### config.mk
export PLATFORM = sky130hd
export DESIGN_NAME = rv32i_wb_master
export DESIGN_NICKNAME = d
export VERILOG_FILES = /design/src/rtl/rv32i_wb_master.sv
export SDC_FILE = /design/constraint.sdc
export NUM_CORES = 1
export LEC_CHECK = 0
export BUFFER_PORTS_ARGS = -buffer_cell sky130_fd_sc_hd__clkbuf_2
export CAP_MARGIN = 10
export CELL_PAD_IN_SITES_DETAIL_PLACEMENT = 0
export CELL_PAD_IN_SITES_GLOBAL_PLACEMENT = 1
export CORE_ASPECT_RATIO = 0.7
export CORE_MARGIN = 2
export CORE_UTILIZATION = 39
export CTS_CLUSTER_DIAMETER = 60
export DETAILED_ROUTE_END_ITERATION = 8
export GPL_TIMING_DRIVEN = 1
export PLACE_DENSITY = 0.84
export SLEW_MARGIN = 5
export SYNTH_ARGS = -nofsm -noshare
export SYNTH_HDL_FRONTEND = slang
export SYNTH_SLANG_ARGS = --single-unit
### constraint.sdc
create_clock -name clk_i -period 5 [get_ports clk_i]
set_clock_uncertainty 0.1 [all_clocks]
set_input_delay 0.25 -clock clk_i [delete_from_list [all_inputs] [get_ports clk_i]]
set_output_delay 0.25 -clock clk_i [all_outputs]
set_load 0.1 [all_outputs]
### src/rtl/rv32i_wb_master.sv
`default_nettype none
// ============================================================================
// Module   : rv32i_wb_master
// Brief    : RV32I load/store unit front-end driving a Wishbone classic bus.
// Revision : 1.0 - initial release
// ============================================================================
module rv32i_wb_master #(
    parameter int XLEN    = 32,
    parameter int TIMEOUT = 255
) (
    input  logic            clk_i,
    input  logic            rst_i,
    // load/store request channel
    input  logic            req_valid_i,
    output logic            req_ready_o,
    input  logic            req_we_i,
    input  logic [XLEN-1:0] req_addr_i,
    input  logic [1:0]      req_size_i,
    input  logic            req_unsigned_i,
    input  logic [XLEN-1:0] req_wdata_i,
    // response channel
    output logic            rsp_valid_o,
    output logic [XLEN-1:0] rsp_rdata_o,
    output logic            rsp_err_o,
    // Wishbone classic master
    input  logic [XLEN-1:0] master_dat_i,
    output logic [XLEN-1:0] master_dat_o,
    output logic [XLEN-3:0] adr_o,
    output logic [3:0]      sel_o,
    output logic            cyc_o,
    output logic            stb_o,
    output logic            we_o,
    input  logic            ack_i,
    input  logic            err_i
);

    typedef enum logic [1:0] {
        S_IDLE = 2'd0,
        S_BUS  = 2'd1,
        S_RESP = 2'd2
    } state_t;

    localparam logic [7:0] C_TMO_LAST = 8'(TIMEOUT - 1);

    state_t          r_state;
    state_t          w_next_state;

    logic [XLEN-1:0] r_addr;
    logic [1:0]      r_size;
    logic            r_we;
    logic            r_uns;
    logic [XLEN-1:0] r_wdata;
    logic            r_err;
    logic [XLEN-1:0] r_rdata;
    logic [7:0]      r_cnt;
    logic            r_cyc;

    logic            w_accept;
    logic            w_misaligned;
    logic            w_bus_done;
    logic            w_timeout;
    logic [3:0]      w_sel;
    logic [XLEN-1:0] w_wdat;
    logic [4:0]      w_lane_sh;
    logic [XLEN-1:0] w_shifted;
    logic [XLEN-1:0] w_load_ext;

    assign w_accept     = (r_state == S_IDLE) && req_valid_i;
    assign w_misaligned = (req_size_i == 2'b11)
                       || ((req_size_i == 2'b01) && req_addr_i[0])
                       || ((req_size_i == 2'b10) && (req_addr_i[1:0] != 2'b00));
    assign w_bus_done   = ack_i || err_i;
    assign w_timeout    = (r_cnt == C_TMO_LAST);

    always_comb begin
        w_next_state = r_state;
        case (r_state)
            S_IDLE:  if (req_valid_i) w_next_state = w_misaligned ? S_RESP : S_BUS;
            S_BUS:   if (w_bus_done || w_timeout) w_next_state = S_RESP;
            S_RESP:  w_next_state = S_IDLE;
            default: w_next_state = S_IDLE;
        endcase
    end

    always_ff @(posedge clk_i or posedge rst_i) begin
        if (rst_i) begin
            r_state <= S_IDLE;
        end else begin
            r_state <= w_next_state;
        end
    end

    // Byte-lane enables and store-data replication from the captured request
    always_comb begin
        w_sel  = 4'b0000;
        w_wdat = r_wdata;
        case (r_size)
            2'b00: begin
                w_sel  = 4'b0001 << r_addr[1:0];
                w_wdat = {(XLEN/8){r_wdata[7:0]}};
            end
            2'b01: begin
                w_sel  = 4'b0011 << r_addr[1:0];
                w_wdat = {(XLEN/16){r_wdata[15:0]}};
            end
            default: begin
                w_sel  = 4'b1111;
                w_wdat = r_wdata;
            end
        endcase
    end

    assign w_lane_sh = {r_addr[1:0], 3'b000};
    assign w_shifted = master_dat_i >> w_lane_sh;

    always_comb begin
        w_load_ext = w_shifted;
        case (r_size)
            2'b00:   w_load_ext = {{(XLEN-8){~r_uns & w_shifted[7]}}, w_shifted[7:0]};
            2'b01:   w_load_ext = {{(XLEN-16){~r_uns & w_shifted[15]}}, w_shifted[15:0]};
            default: w_load_ext = w_shifted;
        endcase
    end

    always_ff @(posedge clk_i or posedge rst_i) begin
        if (rst_i) begin
            r_addr  <= '0;
            r_size  <= 2'b00;
            r_we    <= 1'b0;
            r_uns   <= 1'b0;
            r_wdata <= '0;
            r_err   <= 1'b0;
            r_rdata <= '0;
            r_cnt   <= 8'd0;
            r_cyc   <= 1'b0;
        end else begin
            r_cyc <= (w_next_state == S_BUS);
            if (w_accept) begin
                r_addr  <= req_addr_i;
                r_size  <= req_size_i;
                r_we    <= req_we_i;
                r_uns   <= req_unsigned_i;
                r_wdata <= req_wdata_i;
                r_err   <= w_misaligned;
                r_rdata <= '0;
                r_cnt   <= 8'd0;
            end else if (r_state == S_BUS) begin
                // Simultaneous ack and err is reported as an error
                if (w_bus_done) begin
                    r_err   <= err_i;
                    r_rdata <= (err_i || r_we) ? '0 : w_load_ext;
                end else if (w_timeout) begin
                    r_err   <= 1'b1;
                    r_rdata <= '0;
                end else begin
                    r_cnt <= r_cnt + 8'd1;
                end
            end
        end
    end

    assign req_ready_o  = (r_state == S_IDLE);
    assign cyc_o        = r_cyc;
    assign stb_o        = r_cyc;
    assign we_o         = r_cyc & r_we;
    assign adr_o        = r_cyc ? r_addr[XLEN-1:2] : '0;
    assign sel_o        = r_cyc ? w_sel : 4'b0000;
    assign master_dat_o = r_cyc ? w_wdat : '0;

    assign rsp_valid_o  = (r_state == S_RESP);
    assign rsp_err_o    = rsp_valid_o & r_err;
    assign rsp_rdata_o  = rsp_valid_o ? r_rdata : '0;

endmodule
`default_nettype wire
==> run summary <==
CTS tree = done
Sequential fraction of the synthesis area = 47.44%
Worst flop-to-flop path endpoint = r_rdata[25]
Slew HR = 32.66%
Routed vias = 5458
Critical Path RT = 4650 ps
Clock latency on the worst-skew pair = 350 ps
Vias/cell = 4.899
Peak Freq = 342.4 MHz
Failing checks = hold timing
Peak supply drop = 0.0001847 V
Area delta synth->final = 34.56%
Worst hold margin = -18.67 ps
Final setup viols = 0
Crit share post-route = 58.41%
Routed wire length = 17.08 mm
Unique cell type count in the Yosys netlist = 48
Critical Path Start Type = flip-flop
Post-CTS Setup Repair Bufs = 0
Final core occ = 53.83%
CTS Buf Count = 9
Pwr dens = 406.1 nW/um2
CP arrival = 2570 ps
Die H = 107.0 um
Fill cell count = 1384
Number of routed nets with antenna violations = 0
CP max FO = 15
Post-CTS sizing = 0
Register area = 2804 um2
Total number of H-tree levels = 3
Syn_nets = 784
Sw Share = 43.78%
Top cell type by total area after synthesis = dfrtp_1
Final Hold Fails = 10
Leakage = 4.212 nW
Initial DRT Pass Iterations = 5
Combinational share of power = 38.7%
Syn_area_per_cell = 8.727 um2
Tmin final = 2921 ps
RSZ-0062 raised after global routing = false
Largest net degree at the start of global routing = 77
Chip Width = 151.1 um
DRT iter0 DRCs = 273
Layout Nets = 1021
R2R setup slack = 2090 ps
ANT cells = 0
DR WL met3 = 1.260 mm
FF-to-FF path depth = 4
Row count = 37
#FFs+latches synth = 112
Initial antenna violation count = 0
Critical path's top delay family = simple AND/OR/NAND/NOR gates
Top FF cell, synth = dfrtp_1
Initial core utilization = 40.01%
Total track usage = 21.66%
Synth cell count leaders = nand2_1 (229), dfrtp_1 (112), and2_1 (81), clkbuf_1 (35), mux2i_1 (33)
Clock Power Share = 23.1%
Remaining Overflow, GRT = 0
M1 WL = 8.245 mm
Synth top area cells = dfrtp_1 (47%), nand2_1 (15%), and2_1 (8.6%), mux2i_1 (5.6%), clkbuf_1 (2.2%)
Footprint of the multi-input gates = 2895 um2
Share of power burned in registers = 38.2%
Share of cells above drive strength 1 = 27.09%
Net switching power = 1.413 mW
Clock transition at the registers of the reported paths = 70 ps
Max incr delay on CP = 810 ps
Yosys warns = 0
Gpl congestion = 0.8036
Max-cap viol count = 0
Worst path bufs/invs = 1
Total core area = 14770 um2
Post-synth EDFFs = 0
Hold Crit Class = in2async
CP Capture Type = primary output
Root Driver = clkbuf_16
I/O Buffers = 208
RR Startpoint = r_addr[1]
IO Count = 209
Max Used Layer = met4
Vias in the first global route = 5243
Setup TNS = 0 ps
Most frequent cell after synthesis = nand2_1
Tightest Pin Transition = 1010 ps
Slowest CP cell = nor2_1
Synthesized cell area = 5908 um2
Die area = 16170 um2
Residual DRC = 0
Int Pwr = 1.815 mW
Critical path class = reg2out
Met2 routed WL = 7.538 mm
Post-cts hold buffer count = 58
Outcome = finished with violations
First-pass GRT wire length = 27.66 mm
Hpwl dp = 11.62 mm
Crit-path cells = nor2_1 -> nand2_1 -> a21boi_0 -> clkbuf_2
Synth top area share = 47.44%
Wire length per cell = 15.33 um
Asr flop ratio synth = 100.0%
TritonCTS Sinks = 112
Slew Viols, Final = 0
Cells after Synth = 677
Clock Path Buffers = 2
[cell type report]
class | count | share of cell area (%)
inverter | 5 | 0.2675
tap | 195 | 3.069
clock buffer | 10 | 2.880
clock inverter | 6 | 0.9443
timing repair buffer | 274 | 21.15
multi-input combinational | 512 | 36.42
sequential | 112 | 35.27
[stage by stage]
stage / worst slack, ps / cell area, um2 / cells / hold slack [ps] / total power, mW
after global routing: 1847 / 7950 / 1114 / 14.34 / 3.420
final: 2079 / 7950 / 1114 / -18.67 / 3.228
after CTS: 2052 / 7950 / 1114 / 0.7720 / 3.255
after detailed placement: 2091 / 7066 / 1040 / 344.4 / 2.467
after floorplan: 1176 / 5908 / 677 / 255.4 / 2.196
after global placement: 2158 / 7066 / 1040 / 342.9 / 2.458
[flip-flops by register name, summed over array words and instances (netlist names)]
| register | count |
|---|---|
| cyc_o | 1 |
| r_addr | 32 |
| r_cnt | 8 |
| r_err | 1 |
| r_rdata | 32 |
| r_size | 2 |
| r_state | 2 |
| r_uns | 1 |
| r_wdata | 32 |
| r_we | 1 |
[cell usage in the layout, fill, tap and decap left out, types with 9 or more instances in the layout]
cell,instances
clkbuf_2,208
clkbuf_16,9
a21oi_1,12
dfrtp_1,111
nor2b_1,14
nor2_1,31
o21ai_0,15
mux2i_1,33
nand2_1,228
and2_1,81
o2bb2ai_1,14
dlygate4sd3_1,58
[metal layers]
| metal | global-route usage [%] | vias up |
|---|---|---|
| met1 | 31.60 | 2534 |
| met4 | 3.204 | 0 |
| met2 | 32.95 | 204 |
| met3 | 5.872 | 5 |
| li1 | - | 2715 |
| met5 | 0 | - |
[worst max-delay path by stage]
stage	startpoint	to	depth (start not counted)	slack (ps)
2_1_floorplan	cyc_o	master_dat_o[10]	2	1180
3_3_place_gp	r_addr[1]	r_rdata[25]	4	2160
3_5_place_dp	r_addr[1]	r_rdata[25]	4	2090
4_1_cts	r_size[0]	master_dat_o[9]	4	2050
5_1_grt	r_addr[1]	r_rdata[24]	4	1850
6_report	r_size[0]	master_dat_o[13]	4	2080
[logic make-up (layout without fill, tap and decap cells)]
logic type | after synthesis | after routing | share of synthesized area, %
XOR/XNOR | 1 | 1 | 0.1483
AO/OA/AOI/OAI | 92 | 92 | 12.03
flip-flops | 112 | 112 | 47.44
buffers and inverters | 53 | 295 | 3.685
multiplexers | 41 | 41 | 7.306
adder cells (fa/ha/maj) | 2 | 2 | 0.4235
AND/OR/NAND/NOR | 376 | 376 | 28.97
[power groups by stage]
| stage | clock network, mW | logic [mW] | registers (mW) |
|---|---|---|---|
| finish | 0.745 | 1.25 | 1.23 |
| global route | 0.806 | 1.35 | 1.26 |
| CTS | 0.765 | 1.26 | 1.23 |
| detailed placement | 0 | 1.22 | 1.25 |
| global placement | 0 | 1.21 | 1.25 |
| floorplan | 0 | 1.03 | 1.17 |
Power figures use the tool's default switching activity.
